`config.mk`:
```
export PLATFORM = sky130hd
export DESIGN_NAME = mult_seq_core
export DESIGN_NICKNAME = d
export VERILOG_FILES = /design/src/rtl/mult_pkg.sv /design/src/rtl/mult_seq_fsm.sv /design/src/rtl/mult_seq_core.sv
export SDC_FILE = /design/constraint.sdc
export NUM_CORES = 1
export LEC_CHECK = 0
export BUFFER_PORTS_ARGS = -buffer_cell sky130_fd_sc_hd__buf_2
export CORE_UTILIZATION = 60
export CTS_CLUSTER_DIAMETER = 100
export DETAILED_ROUTE_END_ITERATION = 16
export PLACE_DENSITY = 0.84
export SYNTH_ARGS = -nofsm -noshare
export SYNTH_HDL_FRONTEND = slang
export SYNTH_HIERARCHICAL = 1
export SYNTH_SLANG_ARGS = --single-unit
export TNS_END_PERCENT = 20
```
`constraint.sdc`:
```
create_clock -name Clk -period 8.76 [get_ports Clk]
set_input_delay 0.438 -clock Clk [delete_from_list [all_inputs] [get_ports Clk]]
set_output_delay 0.438 -clock Clk [all_outputs]
set_load 0.01 [all_outputs]
```
`src/rtl/mult_pkg.sv`:
```
// Shared definitions for the sequential shift-add multiplier.
package mult_pkg;

  localparam int MULT_WIDTH = 32;
  localparam int ITER_W     = $clog2(MULT_WIDTH);

  typedef enum logic [1:0] {
    IDLE = 2'd0,
    INIT = 2'd1,
    RUN  = 2'd2,
    DONE = 2'd3
  } state_t;

endpackage

```
`src/rtl/mult_seq_fsm.sv`:
```
// Control for the shift-add multiplier: sequencing, Counter handshake, iteration
// tracking and K cross-check.
module mult_seq_fsm
  import mult_pkg::*;
#(
  parameter int WIDTH     = MULT_WIDTH,
  parameter bit DONE_HOLD = 1'b0
) (
  input  logic clk,
  input  logic rst_n,
  input  logic start,
  input  logic k,
  output logic load,
  output logic busy,
  output logic done,
  output logic err,
  output logic start_acc,
  output logic run_en,
  output logic last_iter
);

  localparam int IW = (WIDTH > 1) ? $clog2(WIDTH) : 1;
  localparam logic [IW-1:0] ITER_LAST = IW'(WIDTH - 1);

  state_t        state_q, state_d;
  logic [IW-1:0] iter_q, iter_d;
  logic          err_q, err_d;
  logic          hold_q, hold_d;
  logic          at_last;

  assign at_last = (iter_q == ITER_LAST);

  always_comb begin
    state_d = state_q;
    iter_d  = iter_q;
    err_d   = err_q;
    hold_d  = hold_q;
    case (state_q)
      IDLE: begin
        if (start) begin
          state_d = INIT;
          err_d   = 1'b0;
          hold_d  = 1'b0;
        end
      end
      INIT: begin
        iter_d  = '0;
        state_d = RUN;
      end
      RUN: begin
        iter_d = iter_q + 1'b1;
        // K and the internal count must agree; either one ends the loop so a
        // misbehaving Counter can never hang the multiplier.
        if (k != at_last) err_d = 1'b1;
        if (k || at_last) state_d = DONE;
      end
      DONE: begin
        state_d = IDLE;
        hold_d  = DONE_HOLD;
      end
      default: state_d = IDLE;
    endcase
  end

  always_ff @(posedge clk or negedge rst_n) begin
    if (!rst_n) begin
      state_q <= IDLE;
      iter_q  <= '0;
      err_q   <= 1'b0;
      hold_q  <= 1'b0;
    end else begin
      state_q <= state_d;
      iter_q  <= iter_d;
      err_q   <= err_d;
      hold_q  <= hold_d;
    end
  end

  assign load      = (state_q == INIT);
  assign busy      = (state_q == INIT) || (state_q == RUN);
  assign done      = (state_q == DONE) || hold_q;
  assign err       = err_q;
  assign start_acc = (state_q == IDLE) && start;
  assign run_en    = (state_q == RUN);
  assign last_iter = run_en && (k || at_last);

endmodule

```
`src/rtl/mult_seq_core.sv`:
```
// Sequential shift-add unsigned multiplier, one multiplier bit per clock.
// Drives Load to an external Counter and ends the loop on its K flag.
module mult_seq_core
  import mult_pkg::*;
#(
  parameter int WIDTH     = MULT_WIDTH,
  parameter bit DONE_HOLD = 1'b0
) (
  input  logic               Clk,
  input  logic               Reset_n,
  input  logic               Start,
  input  logic [WIDTH-1:0]   Multiplicand,
  input  logic [WIDTH-1:0]   Multiplier,
  input  logic               K,
  output logic               Load,
  output logic               Busy,
  output logic               Done,
  output logic               Err,
  output logic [2*WIDTH-1:0] Product
);

  logic                 start_acc, run_en, last_iter;
  logic [WIDTH-1:0]     mcand_q, mcand_d;
  logic [2*WIDTH-1:0]   p_q, p_d;
  logic [2*WIDTH-1:0]   product_q, product_d;
  logic [WIDTH:0]       sum;

  mult_seq_fsm #(
    .WIDTH     (WIDTH),
    .DONE_HOLD (DONE_HOLD)
  ) u_fsm (
    .clk       (Clk),
    .rst_n     (Reset_n),
    .start     (Start),
    .k         (K),
    .load      (Load),
    .busy      (Busy),
    .done      (Done),
    .err       (Err),
    .start_acc (start_acc),
    .run_en    (run_en),
    .last_iter (last_iter)
  );

  always_comb begin
    // Carry is kept so (2^W-1)^2 shifts its top bit into P[2W-1].
    sum = {1'b0, p_q[2*WIDTH-1:WIDTH]}
        + (p_q[0] ? {1'b0, mcand_q} : {(WIDTH + 1){1'b0}});
    mcand_d   = mcand_q;
    p_d       = p_q;
    product_d = product_q;
    if (start_acc) begin
      mcand_d = Multiplicand;
      p_d     = {{WIDTH{1'b0}}, Multiplier};
    end else if (run_en) begin
      p_d = {sum, p_q[WIDTH-1:1]};
    end
    // Capture on the final step so Product is valid together with Done.
    if (last_iter) product_d = p_d;
  end

  always_ff @(posedge Clk or negedge Reset_n) begin
    if (!Reset_n) begin
      mcand_q   <= '0;
      p_q       <= '0;
      product_q <= '0;
    end else begin
      mcand_q   <= mcand_d;
      p_q       <= p_d;
      product_q <= product_d;
    end
  end

  assign Product = product_q;

endmodule

```
==> results of run 1 <==
routing by layer:
layer	part of all wire	vias to the layer above
met5	0.00067	-
met3	0.068	36
met2	0.48	191
met4	0.016	2
met1	0.43	3147
li1	-	3081
report_power, final:
group | switching [mW] | leakage (nW) | total [mW] | internal, mW
sequential | 0.225 | 2.08 | 1.37 | 1.15
clock | 0.335 | 0.278 | 0.761 | 0.426
combinational | 1.08 | 2.39 | 1.95 | 0.868
total | 1.64 | 4.75 | 4.08 | 2.44
per-stage QoR:
step | instances | worst slack, ns | util | cell area (sq um) | power, mW
2_1_floorplan | 795 | 5.90 | - | 8780 | 2.77
3_3_place_gp | 1072 | 5.31 | 0.679 | 9580 | 3.24
3_5_place_dp | 1072 | 5.17 | 0.679 | 9580 | 3.30
4_1_cts | 1103 | 5.10 | 0.721 | 10200 | 4.10
5_1_grt | 1103 | 4.86 | 0.721 | 10200 | 4.38
6_report | 1104 | 5.08 | 0.721 | 10200 | 4.08
registers in the layout, indices dropped and copies added, names as in the netlist:
register,cells
u_fsm/iter_q,5
mcand_q,32
Product,64
u_fsm/state_q,2
p_q,64
u_fsm/err,1
cell usage in the layout, fill, tap and decap left out, types with 3 or more instances in the layout:
cell / n
dfrtp_1: 168
buf_2: 134
mux2_2: 84
nand2_1: 69
mux2i_1: 57
o21ai_0: 52
nor2_1: 40
ha_1: 39
a21oi_1: 38
and2_1: 33
clkbuf_16: 17
inv_1: 16
nand3_1: 14
xnor2_1: 14
a21o_1: 12
nand2b_1: 9
xor2_1: 9
nand4_1: 8
a31oi_1: 8
o2bb2ai_1: 7
nor3_1: 6
o21bai_1: 4
clkinvlp_4: 4
buf_4: 4
nor4_1: 3
o21a_1: 3
a211oi_1: 3
a221oi_1: 3
mux2_4: 3
inv_6: 3
inv_8: 3
worst register-to-register path, delay by kind of cell (launching register included):
kind	cells	cell delay, ns
simple gates	2	0.55
mux	1	0.31
compound gates	6	1.41
flops	1	0.73
fa+ha+maj	2	0.61
cells by family after synthesis:
logic type | after synthesis
AO/OA/AOI/OAI | 160
flip-flops | 168
XOR/XNOR | 23
multiplexers | 144
AND/OR/NAND/NOR | 201
adder cells (fa/ha/maj) | 41
buffers and inverters | 58
layout make-up:
class / instances / area [sq um]
fill: 1007 / 3930
tap: 180 / 225
antenna: 1 / 2.50
multi-input combinational: 569 / 4370
timing repair buffer: 139 / 712
clock inverter: 14 / 164
sequential: 168 / 4200
inverter: 16 / 60.1
clock buffer: 17 / 425
worst min path at each step:
stage                     slack, ns         from          end
after floorplan                0.14      Reset_n   Product[0]
after detailed placement       0.47  Product[59]  Product[59]
after global placement         0.46  Product[54]  Product[54]
final                          0.12      Reset_n  Product[44]
after CTS                      0.19      Reset_n  Product[44]
after global routing           0.20      Reset_n   mcand_q[4]
==> flow_metrics.py, run 1 <==
metrics = {
    "run_status": {
        "status": "completed",
    },
    "synth": {
        "synth_edf_count": 0,
        "synth_fa_ha_area_frac": 0.0593,
        "syn_inst": 795,
        "synth_area_leader_cell": "dfrtp_1",
        "synth-compound-area-share": 0.122,
        "ys_seq_area_frac": 0.479,
        "syn_nets": 904,
        "synth-xor-area-share": 0.0229,
        "yosys.area_share.simple": 0.113,
        "synth_commonest_cells": "dfrtp_1, mux2_2, nand2_1",
        "ys.flop_type": "dfrtp_1",
        "synth_top_area_share": 0.479,
        "synth_top_family_by_area": "multiplexers",
        "syn_area_sq_um": 8780,
        "synthTopCellsByArea": "dfrtp_1, mux2_2, mux2i_1",
        "yosys-mux-area-fraction": 0.178,
        "syn_avg_cell_area_sq_um": 11.0,
        "synth-seq-cells": 168,
        "synthArstFlopShare": 1.00,
        "yosys_warnings": 6,
        "yosysUniqueCellTypes": 67,
        "yosysMostFrequentCell": "dfrtp_1",
    },
    "die": {
        "dieHeight_um": 123,
        "initial_core_util": 0.623,
        "die_x_um": 123,
        "num_io_pins": 136,
        "row_count": 43,
        "core_area_sq_um": 14100,
        "fp.dieArea_sq_um": 15100,
    },
    "sta": {
        "tightest_slew_ns": 0.986,
        "timing.hold.ws_ns": 0.122,
        "grt_setup_unrepaired": "false",
        "period_minus_slack_ns": 3.68,
        "setup_violations": 0,
        "fmax_ghz": 0.271,
        "skew_ns": 0.00799,
        "period_share": 0.420,
        "hold_viol": 0,
        "final.setup.tns_ns": 0,
        "drv_slew": 0,
        "slew_headroom": 0.342,
    },
    "global_routing": {
        "use_met3": 0.0826,
        "grt_overflow": 0,
        "grt_util_met1": 0.347,
        "grt_pass1_vias": 6550,
        "busiest_layer": "met2",
        "grt_antenna_before_repair": 1,
        "use_met2": 0.457,
        "grt_pass1_wl_mm": 31.9,
        "grt_max_degree": 111,
        "grt_use_total": 0.274,
    },
    "cells_and_area": {
        "drive_gt1_frac": 0.301,
        "nets": 1020,
        "syn_to_final_growth_pct": 15.7,
    },
    "clock_network": {
        "clock_path_buffers": 2,
        "cts_resized": 0,
        "cts_buffers": 17,
        "h-tree-depth": 4,
        "clockRootBuffer": "clkbuf_16",
        "cts_tree": "done",
        "hold_buffers": 0,
        "clk_pin_slew_ns": 0.07,
        "clkSinkCount": 168,
        "post_cts_buffers": 0,
        "worstSkewPairLatency_ns": 0.43,
    },
    "routing": {
        "vias": 6457,
        "dr.pass1.iters": 7,
        "drc": 0,
        "wl_per_cell_um": 17.7,
        "drt_iter0_markers": 267,
        "via_per_inst": 5.85,
        "drt_wl_total_mm": 19.5,
        "ant_nets": 0,
    },
    "power": {
        "leakagePower_nw": 4.75,
        "vdd_drop_max_v": 0.000260,
        "powerDensity_nw_per_um2": 402,
    },
    "critical_path": {
        "slowest_stage": "dfrtp_1",
        "path_buf_inv": 0,
        "worst_setup_path_end_kind": "flop",
        "cp-endpoint": "Product[57]",
        "cp.arrival_ns": 4.03,
        "path_cells": "and2_1 -> ha_1 -> fa_1 -> a21o_1 -> a221oi_1 -> or3b_1 -> a21oi_2 -> o31ai_4 -> o21ai_2 -> mux2_4 -> a31oi_1",
        "reg2reg_to": "Product[57]",
        "critPathLaunch": "p_q[0]",
        "r2r_slack_ns": 5.08,
        "criticalPathCategory": "flop to flop",
        "cp_num_cells": 11,
        "rr_worst_depth": 11,
        "required_ns": 9.11,
        "critPathMaxStageDelay_ns": 0.73,
        "path_max_fanout": 33,
        "startpoint_type": "flop",
        "crit_family": "compound AO/OA/AOI/OAI gates",
        "rr_startpoint": "p_q[0]",
    },
    "place": {
        "place.gp.congestion": 0.911,
        "portBuffers": 135,
        "hpwl_mm": 13.1,
    },
    "min_path": {
        "worstHoldPathType": "input pin to asynchronous set/reset pin",
    },
    "job": {
        "drv_cap": 0,
    },
}
Power figures use the tool's default switching activity.
==> run 2, diff against run 1 <==
--- a/config.mk
+++ b/config.mk
@@ -6,10 +6,10 @@
 export NUM_CORES = 1
 export LEC_CHECK = 0
 export BUFFER_PORTS_ARGS = -buffer_cell sky130_fd_sc_hd__buf_2
-export CORE_UTILIZATION = 60
+export CORE_UTILIZATION = 52
 export CTS_CLUSTER_DIAMETER = 100
 export DETAILED_ROUTE_END_ITERATION = 16
-export PLACE_DENSITY = 0.84
+export PLACE_DENSITY = 0.77
 export SYNTH_ARGS = -nofsm -noshare
 export SYNTH_HDL_FRONTEND = slang
 export SYNTH_HIERARCHICAL = 1
==> constraint.sdc (replaced) <==
create_clock -name Clk -period 3.2 [get_ports Clk]
set_input_delay 0.16 -clock Clk [delete_from_list [all_inputs] [get_ports Clk]]
set_output_delay 0.16 -clock Clk [all_outputs]
set_load 0.01 [all_outputs]
==> run 2 against run 1 <==
Combinational power grew to 2.8 times the previous value. Sequential cell count stayed put. Total power grew to 2.8 times the previous value. Worst hold slack worse by 0.088 ns. Sequential share of layout area is 3.1 points lower. Non-clock buffer count is 77 higher. Core utilization is 5.6 points lower. Final cell count is 11% higher. Routed wire length is 4.9% higher. Register-to-register slack worse by 5.0 ns.
==> flow_metrics.py, run 2 (synthesized netlist as in run 1, its figures left out) <==
metrics = {
    "die": {
        "dieHeight_um": 132,
        "fp.dieArea_sq_um": 17400,
        "num_io_pins": 136,
        "die_x_um": 132,
        "initial_core_util": 0.532,
        "core_area_sq_um": 16500,
        "row_count": 47,
    },
    "critical_path": {
        "rr_startpoint": "p_q[0]",
        "slowest_stage": "or3b_1",
        "cp.arrival_ns": 3.43,
        "worst_setup_path_end_kind": "flop",
        "cp-endpoint": "Product[57]",
        "critPathMaxStageDelay_ns": 0.44,
        "path_buf_inv": 1,
        "startpoint_type": "flop",
        "path_cells": "buf_4 -> and2_1 -> ha_1 -> and3_4 -> a221oi_1 -> or3b_1 -> a21oi_2 -> o31ai_4 -> o21ai_2 -> mux2_4 -> a31oi_1",
        "required_ns": 3.55,
        "crit_family": "simple AND/OR/NAND/NOR gates",
        "cp_num_cells": 11,
        "rr_worst_depth": 11,
        "r2r_slack_ns": 0.12,
        "critPathLaunch": "p_q[0]",
        "path_max_fanout": 18,
        "criticalPathCategory": "flop to flop",
        "reg2reg_to": "Product[57]",
    },
    "power": {
        "leakagePower_nw": 5.09,
        "power.total_mw": 11.3,
        "powerDensity_nw_per_um2": 1030,
        "vdd_drop_max_v": 0.000575,
    },
    "cells_and_area": {
        "layout_common_cells": "dfrtp_1, buf_2, mux2_2",
        "syn_to_final_growth_pct": 25.1,
        "nets": 1097,
        "stdcell_area_sq_um": 11000,
        "drive_gt1_frac": 0.296,
        "fin_util": 0.665,
        "fill_cells": 1254,
        "final_common_cell": "dfrtp_1",
        "diodes": 0,
    },
    "sta": {
        "period_share": 0.964,
        "final.setup.tns_ns": 0,
        "final.setup.worst_slack_ns": 0.115,
        "tightest_slew_ns": 0.593,
        "slew_headroom": 0.605,
        "fmax_ghz": 0.324,
        "period_minus_slack_ns": 3.08,
        "hold_viol": 0,
        "grt_setup_unrepaired": "false",
        "drv_slew": 0,
        "setup_violations": 0,
        "skew_ns": 0.0128,
    },
    "routing": {
        "vias": 6704,
        "via_per_inst": 5.49,
        "ant_nets": 0,
        "drc": 0,
        "dr.pass1.iters": 5,
        "wl_per_cell_um": 16.8,
        "drt_iter0_markers": 367,
        "drt_wl_total_mm": 20.5,
    },
    "global_routing": {
        "grt_antenna_before_repair": 0,
        "grt_max_degree": 62,
        "grt_overflow": 0,
        "grt_use_total": 0.246,
        "grt_pass1_vias": 6892,
        "grt_pass1_wl_mm": 34.0,
    },
    "place": {
        "dpl_cell_area_sq_um": 9750,
        "dp_slack_ns": 0.148,
        "portBuffers": 135,
        "place.gp.congestion": 0.964,
        "hpwl_mm": 13.7,
    },
    "run_status": {
        "status": "completed",
    },
    "clock_network": {
        "worstSkewPairLatency_ns": 0.43,
        "cts_tree": "done",
        "clk_pin_slew_ns": 0.07,
        "clkSinkCount": 168,
        "post_cts_buffers": 0,
        "clockRootBuffer": "clkbuf_16",
        "clock_path_buffers": 2,
        "cts_buffers": 17,
        "h-tree-depth": 4,
    },
    "job": {
        "drv_cap": 0,
    },
    "min_path": {
        "worstHoldPathType": "input pin to flop",
    },
}
==> run 2: cell count changes in the layout (fill, tap and decap cells not counted), moves of 2 or more <==
| cell | change |
|---|---|
| a21oi_1 | -2 |
| dlygate4sd3_1 | +64 |
| a21oi_2 | +2 |
| inv_8 | -2 |
| clkinvlp_4 | -2 |
| buf_4 | +11 |
| clkinv_8 | +2 |
| buf_12 | +2 |
| inv_6 | +2 |
==> run 2: worst min-delay path: cells and delay by family <==
kind                   cells  cell delay, ns
buffers and inverters      1            0.09
AO/OA/AOI/OAI              1            0.11
AND/OR/NAND/NOR            1            0.04
==> run 2: area by class of cell <==
class | instances | area [sq um] | area share
inverter | 16 | 60.1 | 0.00546
sequential | 168 | 4200 | 0.382
timing repair buffer | 216 | 1480 | 0.134
clock buffer | 17 | 425 | 0.0387
tap | 220 | 275 | 0.0250
multi-input combinational | 569 | 4390 | 0.400
clock inverter | 15 | 160 | 0.0146
==> run 2: worst min-delay path by stage <==
stage | from | cells past startpoint | endpoint
final | Multiplier[0] | 3 | p_q[0]
after global routing | Multiplier[0] | 3 | p_q[0]
after global placement | Reset_n | 1 | mcand_q[7]
after floorplan | Reset_n | 0 | Product[0]
after CTS | Multiplier[0] | 3 | p_q[0]
after detailed placement | Reset_n | 1 | Product[40]
==> run 2: what timing repair did <==
action,in CTS,in global routing
hold buffers,64,0
resized for setup,0,6
endpoints found under the hold margin,121,0
setup endpoints to repair,0,5
==> run 2: where the power goes <==
group | leakage (nW) | switching (mW) | internal, mW
registers | 2.08 | 0.566 | 3.14
logic | 2.73 | 3.03 | 2.51
clock network | 0.282 | 0.948 | 1.10
==> run 2: through the flow <==
stage,hold WS [ns],instances
after CTS,0.00834,1221
after global routing,0.0556,1221
after detailed placement,0.187,1125
after floorplan,-0.136,795
after global placement,0.189,1125
final,0.0338,1221
==> run 2: layer usage <==
metal  vias up  global-route usage  share of wire
met5         -                   0              0
met1      3252               0.307           0.44
met2       195               0.421           0.49
met3        18              0.0681          0.060
met4         0              0.0607          0.010
li1       3239                   -              -
